File: src/rtl/mem_arbiter_if.sv
`default_nettype none
// ============================================================================
// Module   : mem_arbiter_if
// Brief    : Requester handshake and memory bus bundle for mem_arbiter.
// Revision : 1.0 - initial release
// ============================================================================
interface mem_arbiter_if #(
  parameter int ADDR_WIDTH = 10
);
  logic                  req0;
  logic                  we0;
  logic [31:0]           addr0;
  logic [31:0]           wdata0;
  logic                  done0;
  logic [31:0]           rdata0;

  logic                  req1;
  logic                  we1;
  logic [31:0]           addr1;
  logic [31:0]           wdata1;
  logic                  done1;
  logic [31:0]           rdata1;

  logic                  busy;
  logic                  mem_en;
  logic                  mem_we;
  logic [ADDR_WIDTH-1:0] mem_addr;
  logic [31:0]           mem_wdata;
  logic [31:0]           mem_rdata;

  // The arbiter side
  modport slave (
    input  req0, we0, addr0, wdata0, req1, we1, addr1, wdata1, mem_rdata,
    output done0, rdata0, done1, rdata1, busy, mem_en, mem_we, mem_addr, mem_wdata
  );

  // The environment side: requesters plus the memory itself
  modport master (
    output req0, we0, addr0, wdata0, req1, we1, addr1, wdata1, mem_rdata,
    input  done0, rdata0, done1, rdata1, busy, mem_en, mem_we, mem_addr, mem_wdata
  );
endinterface
`default_nettype wire

File: src/rtl/mem_arbiter.sv
`default_nettype none
// ============================================================================
// Module   : mem_arbiter
// Brief    : Round-robin two-port arbiter/sequencer for a unified word memory.
// Revision : 1.0 - initial release
// ============================================================================
module mem_arbiter #(
  parameter int ADDR_WIDTH  = 10,
  parameter int MEM_LATENCY = 1
) (
  input  logic         clk,
  input  logic         reset,
  mem_arbiter_if.slave bus
);

  localparam logic [1:0] S_IDLE  = 2'd0;
  localparam logic [1:0] S_ISSUE = 2'd1;
  localparam logic [1:0] S_WAIT  = 2'd2;
  localparam logic [1:0] S_RESP  = 2'd3;

  localparam bit         NO_WAIT  = (MEM_LATENCY == 0);
  localparam logic [3:0] CNT_INIT = 4'((MEM_LATENCY > 0) ? MEM_LATENCY - 1 : 0);

  logic [1:0]            state;
  logic [1:0]            state_nxt;
  logic                  last_gnt;
  logic                  gnt;
  logic                  win;
  logic                  any_req;
  logic                  lat_we;
  logic [ADDR_WIDTH-1:0] lat_addr;
  logic [31:0]           lat_wdata;
  logic [3:0]            cnt;
  logic [31:0]           rdata0_q;
  logic [31:0]           rdata1_q;
  logic [31:0]           cap_data;
  logic                  busy_c;
  logic                  mem_en_c;
  logic                  mem_we_c;
  logic                  done0_c;
  logic                  done1_c;
  logic                  unused_addr_bits;

  assign unused_addr_bits = ^{bus.addr0[31:ADDR_WIDTH+2], bus.addr0[1:0],
                              bus.addr1[31:ADDR_WIDTH+2], bus.addr1[1:0]};

  // On a tie the port that did not win last time gets the grant
  assign any_req  = bus.req0 | bus.req1;
  assign win      = (bus.req0 && bus.req1) ? ~last_gnt : bus.req1;
  assign cap_data = lat_we ? 32'h0 : bus.mem_rdata;

  always_ff @(posedge clk) begin
    if (reset) begin
      state <= S_IDLE;
    end else begin
      state <= state_nxt;
    end
  end

  always_comb begin
    state_nxt = state;
    case (state)
      S_IDLE:  if (any_req) state_nxt = S_ISSUE;
      S_ISSUE: state_nxt = (lat_we || NO_WAIT) ? S_RESP : S_WAIT;
      S_WAIT:  if (cnt == 4'd0) state_nxt = S_RESP;
      S_RESP:  state_nxt = S_IDLE;
      default: state_nxt = S_IDLE;
    endcase
  end

  always_comb begin
    busy_c   = (state != S_IDLE);
    mem_en_c = (state == S_ISSUE);
    mem_we_c = (state == S_ISSUE) && lat_we;
    done0_c  = (state == S_RESP) && !gnt;
    done1_c  = (state == S_RESP) &&  gnt;
  end

  always_ff @(posedge clk) begin
    if (reset) begin
      last_gnt  <= 1'b1;
      gnt       <= 1'b0;
      lat_we    <= 1'b0;
      lat_addr  <= '0;
      lat_wdata <= 32'h0;
      cnt       <= 4'd0;
      rdata0_q  <= 32'h0;
      rdata1_q  <= 32'h0;
    end else begin
      if (state == S_IDLE && any_req) begin
        gnt       <= win;
        last_gnt  <= win;
        lat_we    <= win ? bus.we1 : bus.we0;
        lat_addr  <= win ? bus.addr1[ADDR_WIDTH+1:2] : bus.addr0[ADDR_WIDTH+1:2];
        lat_wdata <= win ? bus.wdata1 : bus.wdata0;
      end
      if (state == S_ISSUE) begin
        cnt <= CNT_INIT;
      end else if (state == S_WAIT && cnt != 4'd0) begin
        cnt <= cnt - 4'd1;
      end
      // Capture on the edge that enters RESP; the other port keeps its word
      if (state_nxt == S_RESP) begin
        if (gnt) begin
          rdata1_q <= cap_data;
        end else begin
          rdata0_q <= cap_data;
        end
      end
    end
  end

  assign bus.busy      = busy_c;
  assign bus.mem_en    = mem_en_c;
  assign bus.mem_we    = mem_we_c;
  assign bus.mem_addr  = lat_addr;
  assign bus.mem_wdata = lat_wdata;
  assign bus.done0     = done0_c;
  assign bus.done1     = done1_c;
  assign bus.rdata0    = rdata0_q;
  assign bus.rdata1    = rdata1_q;

endmodule
`default_nettype wire

File: src/flat_wrapper.sv
// flat-port wrapper written by rule: the top's interface ports become plain ports
module mem_arbiter_flat 
#(
  parameter int ADDR_WIDTH  = 10,
  parameter int MEM_LATENCY = 1
)
  (clk, reset, bus_req0, bus_we0, bus_addr0, bus_wdata0, bus_req1, bus_we1, bus_addr1, bus_wdata1, bus_mem_rdata, bus_done0, bus_rdata0, bus_done1, bus_rdata1, bus_busy, bus_mem_en, bus_mem_we, bus_mem_addr, bus_mem_wdata);
  mem_arbiter_if #(.ADDR_WIDTH(ADDR_WIDTH)) bus_i ();
  input  logic clk;
  input  logic reset;
  input wire logic [$bits(bus_i.req0)-1:0] bus_req0;
  input wire logic [$bits(bus_i.we0)-1:0] bus_we0;
  input wire logic [$bits(bus_i.addr0)-1:0] bus_addr0;
  input wire logic [$bits(bus_i.wdata0)-1:0] bus_wdata0;
  input wire logic [$bits(bus_i.req1)-1:0] bus_req1;
  input wire logic [$bits(bus_i.we1)-1:0] bus_we1;
  input wire logic [$bits(bus_i.addr1)-1:0] bus_addr1;
  input wire logic [$bits(bus_i.wdata1)-1:0] bus_wdata1;
  input wire logic [$bits(bus_i.mem_rdata)-1:0] bus_mem_rdata;
  output wire logic [$bits(bus_i.done0)-1:0] bus_done0;
  output wire logic [$bits(bus_i.rdata0)-1:0] bus_rdata0;
  output wire logic [$bits(bus_i.done1)-1:0] bus_done1;
  output wire logic [$bits(bus_i.rdata1)-1:0] bus_rdata1;
  output wire logic [$bits(bus_i.busy)-1:0] bus_busy;
  output wire logic [$bits(bus_i.mem_en)-1:0] bus_mem_en;
  output wire logic [$bits(bus_i.mem_we)-1:0] bus_mem_we;
  output wire logic [$bits(bus_i.mem_addr)-1:0] bus_mem_addr;
  output wire logic [$bits(bus_i.mem_wdata)-1:0] bus_mem_wdata;
  assign bus_i.req0 = bus_req0;
  assign bus_i.we0 = bus_we0;
  assign bus_i.addr0 = bus_addr0;
  assign bus_i.wdata0 = bus_wdata0;
  assign bus_i.req1 = bus_req1;
  assign bus_i.we1 = bus_we1;
  assign bus_i.addr1 = bus_addr1;
  assign bus_i.wdata1 = bus_wdata1;
  assign bus_i.mem_rdata = bus_mem_rdata;
  assign bus_done0 = bus_i.done0;
  assign bus_rdata0 = bus_i.rdata0;
  assign bus_done1 = bus_i.done1;
  assign bus_rdata1 = bus_i.rdata1;
  assign bus_busy = bus_i.busy;
  assign bus_mem_en = bus_i.mem_en;
  assign bus_mem_we = bus_i.mem_we;
  assign bus_mem_addr = bus_i.mem_addr;
  assign bus_mem_wdata = bus_i.mem_wdata;
  mem_arbiter #(.ADDR_WIDTH(ADDR_WIDTH), .MEM_LATENCY(MEM_LATENCY)) u_core (.clk(clk), .reset(reset), .bus(bus_i));
endmodule
File: config.mk
export PLATFORM = sky130hd
export DESIGN_NAME = mem_arbiter_flat
export DESIGN_NICKNAME = d
export VERILOG_FILES = /design/src/rtl/mem_arbiter_if.sv /design/src/rtl/mem_arbiter.sv /design/src/flat_wrapper.sv
export SDC_FILE = /design/constraint.sdc
export NUM_CORES = 1
export LEC_CHECK = 0
export CAP_MARGIN = 20
export CORE_ASPECT_RATIO = 1.1
export CORE_MARGIN = 2
export CORE_UTILIZATION = 40
export CTS_CLUSTER_DIAMETER = 200
export DETAILED_ROUTE_END_ITERATION = 6
export PLACE_DENSITY = 0.87
export SYNTH_ARGS = -nofsm -noshare
export SYNTH_HDL_FRONTEND = slang
export SYNTH_SLANG_ARGS = --single-unit
File: constraint.sdc
create_clock -name clk -period 2.64 [get_ports clk]
set_clock_uncertainty 0.2 [all_clocks]
set_input_delay 0.792 -clock clk [delete_from_list [all_inputs] [get_ports clk]]
set_output_delay 0.792 -clock clk [all_outputs]
set_load 0.02 [all_outputs]
Word-level counts from Yosys, hierarchy flattened
Index checks and enable logic that the tools add are counted.
- register bits after elaboration: 115
- input port bits: 166
- output and inout bits: 111
- word-level logic and storage cells: 40
- add/subtract/negate cells: 1
- equal/unequal tests: 4
- mux-type cells: 9
- bitwise operators: 3
- reductions and logical operators: 14
- operators by type and width (kind ; count):
    32-bit 2-to-1 mux ; 2
    10-bit 2-to-1 mux ; 1
    2-bit case mux with 4 select lines ; 1
    2-bit == test (second input constant) ; 3
    1-bit logical AND ; 6
    4-bit zero test ; 1
    2-bit 2-to-1 mux ; 2
    2-bit AND reduction ; 2
    4-bit nonzero test ; 1
    4-bit by 1-bit subtractor with 4-bit output (second input constant) ; 1
    1-bit 2-to-1 mux ; 3
    2-bit by 1-bit == test with 1-bit output (second input constant) ; 1
    2-bit zero test ; 1
    1-bit NOT ; 2
    2-bit nonzero test ; 1
    2-bit OR reduction ; 1
    1-bit zero test ; 1
    1-bit OR ; 1

Depth between registers and ports, before layout
- depth after elaboration: 5
- gate-level depth with buffers: 7
- mapped depth without buffers: 5

Worst setup path before layout
No wires, ideal clock.
- path type: in2reg
- start: input bus_req1
- end: register u_core.rdata0_q[0], in the netlist u_core.bus.rdata0[0]
- library setup time: 0.072 ns
- arrival time: 1.888 ns
- required time: 2.368 ns
- setup slack: 0.480 ns
- stages on the path: 4
- path buffers: 1
- cells stage by stage: or4b_4 > o2111ai_4 > buf_12 > mux2i_1
- cells in the longest elaborated chain, start to end: 5
- RTL lines (what ; line ; source):
    from (decl) ; flat_wrapper.sv:15 ; input wire logic [$bits(bus_i.req1)-1:0] bus_req1;
    1-bit OR ; mem_arbiter.sv:48 ; assign any_req = bus.req0 | bus.req1;
    2-bit 2-to-1 mux ; mem_arbiter.sv:63 ; S_IDLE: if (any_req) state_nxt = S_ISSUE;
    2-bit case mux with 4 select lines ; mem_arbiter.sv:62 ; case (state)
    2-bit == test ; mem_arbiter.sv:103 ; if (state_nxt == S_RESP) begin
    2-bit AND reduction (no line) ; - ;
    to (signal assigned) ; mem_arbiter.sv:107 ; rdata0_q <= cap_data;
    to (decl) ; mem_arbiter.sv:34 ; logic [31:0] rdata0_q;
No other way between the ends.
A chain may end at the register's enable or synchronous reset.

Worst setup path in the final report
- start: register u_core.state[1]
- end: output bus_mem_we
- cells in the longest elaborated chain, start to end: 2
- RTL lines (what ; line ; source):
    from (decl) ; mem_arbiter.sv:24 ; logic [1:0] state;
    from (signal assigned) ; mem_arbiter.sv:56 ; state <= state_nxt;
    2-bit by 1-bit == test with 1-bit output ; mem_arbiter.sv:74 ; mem_we_c = (state == S_ISSUE) && lat_we;
    1-bit logical AND ; mem_arbiter.sv:74 ;
    to (decl) ; flat_wrapper.sv:26 ; output wire logic [$bits(bus_i.mem_we)-1:0] bus_mem_we;
No other way between the ends.

==> metrics list <==
* Setup crit start kind: register
- For this block, wires on met1 add up to 5749 microns.
- Multi-input combinational cell area: 2620 sq um
- Setup slack on the critical path of the routed design comes to 125.8 ps.
* Clock tree from TritonCTS: done
- Remaining Overflow, GRT: 0
- Setup violations remaining at the end of the flow were counted as 0.
- Num ports: 277
- Clock-pin slew was measured on the worst setup and hold paths at 50 ps.
* Cell taking the most area after synthesis: dfxtp_1
- In this run, distinct cell masters in the synthesized netlist total 30.
- Number of cells produced by synthesis: 492
* Area of the core: 12,640 sq um
- After layout, the worst path uses 95.24% of the clock period.
* Signal arrival time at the worst endpoint: 1520 ps
* Num CTS Buffers: 17
- Entering global routing, the biggest net connects 120 pins.
- Sorting the synthesized cells by area gives the leading types as dfxtp_1 (44%), mux2i_1 (21%), nand2b_1 (7.8%), a211oi_1 (6.2%), or3b_2 (5.6%).
- Endpoint class of the critical path: primary output
- For this design, the CTS-stage hold fixing added 0 buffers.
- Synthesis Warnings: 0
* Dominant delay contributor by cell family on the critical path: buffers and inverters
- Count of standard-cell rows: 43
- In this run the static leakage power is 3.407 nW.
* Post-layout net count: 891
- After synthesis the netlist holds a flip-flop and latch count of 115.
- Sequential fraction of the synthesis area: 44.25%
- Area of all sequential standard cells: 2303 sq um
* Wire length of the first global-routing pass: 22,430 microns
* Slew margin rel.: 39.03%
* Total of max-cap violations: 0
* Run status: completed
- DRC: 0
- Summing over every cut layer, the via total after detailed routing is 4,452.
- IR analysis of the VDD net gives a maximum drop of 0.6695 mV.
* Die width: 112.7 microns
- The first detailed-routing pass took 4 iterations.
- In this run the worst hold path is classified as register to register.
- Top-area cell type share of the netlist area: 44.25%
- Area growth from synthesis to layout: 57.53%
* Antenna-violating nets left: 0
- Share of synthesized registers carrying an async set or reset: 0%
* Maximum single-stage delay on the critical path: 350 ps
- The largest individual stage delay along the critical path comes from the cell dfxtp_1.
- The average instance in the mapped netlist occupies 10.57 sq um.
- The max-slew violation total from the final report came to 0.
* Wirelength, routed: 14,250 microns
- Worst Setup Path Type: register to primary output
- Timing analysis after detailed placement gives a worst setup slack of -97.85 ps.
- CP cell instances: inv_1 > ha_2 > and2_1 > dlygate4sd2_1
- Insertion delay to the later sink of the worst-skew pair: 410 ps
- After the first detailed-routing iteration, the DRC count stood at 214.
* Post-CTS Repair Setup Buffers: 0
- In this run the worst path has a maximum fanout of 5.
- Buffers from clock root to sink, at most: 2
- Routed wire length per instance: 16.03 microns
- Summed instance area of the synthesized netlist: 5202 sq um
- Maximum clock frequency: 0.3977 GHz
- The initial antenna violation count was 1.
- Ranked by instance count, the synthesized netlist is headed by dfxtp_1 (115), mux2i_1 (108), nand2b_1 (65).
- Count leader, synth: dfxtp_1
* Number of global-route vias before repair: 4,578
- The die covers 13,940 sq um.
- Routability-driven placement finished with a final weighted congestion of 0.8053.
- The synthesized design contains 0 enable-type register cells.
* Worst Hold Margin: 274.2 ps
- Wire length on met2: 6905 microns
* Highest routed metal layer: met4
- In the detailed route, the total length drawn on met3 is 1315 microns.
* Maximum level of the CTS H-tree: 4
* Fraction of layout cells with a size suffix above 1: 11.76%
* Overall fraction of global-route tracks in use: 20.43%
- Setup repair after global routing left no endpoint under its margin.
- Once the floorplan was initialized, standard cells occupied 41.15% of the core.
* Total half-perimeter wirelength after legalization and detailed placement: 10,350 microns
- For this design the ratio of total power to cell area is 1006 nW/um^2.
- After layout, the minimum clock period comes to 2514 ps.
- In the routed layout, each cell is associated on average with a via count of 5.008.
* Master cell of the clock root buffer: clkbuf_16
* Top flip-flop cell by instance count after synthesis: dfxtp_1
* Worst slew pin tran: 914.6 ps
- Number of buffer and inverter instances along the worst setup path: 2
- Synthesis produced a netlist with a net count of 664.
* Port Buffer Count: 232
- Clock net sink count: 115
- STA puts the critical path data required time at 1650 ps.
- The total count of hold-check failures in the final report was 0.
- Die height: 123.6 microns
- The layout has 1,003 filler cells.
==> per-stage QoR <==
step	area, sq um	setup TNS [ps]	instances	power, W	utilization [%]
3_3_place_gp	7625	-1946	857	0.005993	60.31
6_report	8195	0	889	0.008247	64.82
3_5_place_dp	7625	-3230	857	0.006104	60.31
5_1_grt	8193	0	888	0.008668	64.80
2_1_floorplan	5202	0	492	0.004696	-
4_1_cts	8190	0	888	0.008313	64.78
==> power by group <==
group          internal, W  total, W  leakage (nW)  switching (W)
Clock              0.00144   0.00219         0.277       0.000752
Combinational      0.00173   0.00359          2.19        0.00186
Sequential         0.00221   0.00247         0.941       0.000257
==> tightest hold or removal path: cells and delay by family, from the launching register on <==
family / cells / cell delay (ps)
flops: 1 / 300
mux: 1 / 60
simple gates: 1 / 60
==> routing by layer <==
layer	up-vias	global-route usage [%]
li1	2171	-
met1	2071	22.86
met2	188	34.47
met3	22	8.418
met4	0	8.765
met5	-	0
==> final cells by class <==
type	count	share of cell area [%]
Antenna cell	1	0.03053
Sequential cell	115	28.11
Clock inverter	3	0.5191
Tap cell	157	2.397
Inverter	5	0.2290
Multi-Input combinational cell	332	31.97
Clock buffer	28	6.427
Timing Repair Buffer	248	30.32
==> cell families (layout without fill, tap and decap cells) <==
kind of cell | after synthesis | after routing | synth area share [%]
AOI/OAI and AO/OA | 58 | 58 | 8.971
muxes | 108 | 108 | 20.78
and+or+nand+nor | 160 | 160 | 18.95
adders and majority gates | 6 | 6 | 1.443
other | 0 | 1 | 0
buffers and inverters | 45 | 284 | 5.604
DFF | 115 | 115 | 44.25
==> final timing paths <==
check / from / endpoint / slack (ps) / cells past startpoint
hold reg to reg: u_core.bus.rdata0[21]$_SDFFE_PP0P_ / u_core.bus.rdata0[21]$_SDFFE_PP0P_ / 270 / 2
hold / removal: u_core.bus.rdata0[21]$_SDFFE_PP0P_ / u_core.bus.rdata0[21]$_SDFFE_PP0P_ / 270 / 2
setup / recovery: u_core.state[1]$_SDFF_PP0_ / bus_mem_we / 130 / 4
setup reg to reg: u_core.state[0]$_SDFF_PP0_ / u_core.bus.rdata0[6]$_SDFFE_PP0P_ / 520 / 6
==> registers in the layout, summed over array words and instances (netlist names) <==
register / count
u_core.lat_we: 1
u_core.bus.mem_wdata: 32
u_core.cnt: 4
u_core.state: 2
u_core.bus.rdata0: 32
u_core.bus.mem_addr: 10
u_core.bus.rdata1: 32
u_core.gnt: 1
u_core.last_gnt: 1
==> timing repair <==
item                                    in CTS  in global routing
resized for setup                            6                  2
endpoints found under the setup margin       5                  2
gates cloned                                 0                  0
==> cells in the final DEF, fill, tap and decap left out, drive strengths merged, types with 2 or more instances in the layout <==
master	Yosys	final
nand2	2	2
dfxtp	115	115
nor2b	3	3
a211oi	43	43
or3b	33	33
clkdlybuf4s50	0	226
and2	3	3
nor2	47	47
ha	6	6
clkbuf	22	28
mux2i	108	108
dlygate4sd2	0	4
buf	18	17
a211o	2	2
o2111ai	2	2
inv	5	5
or2	2	2
nand2b	65	65
a21oi	5	5
(Power assumes the default switching activity.)
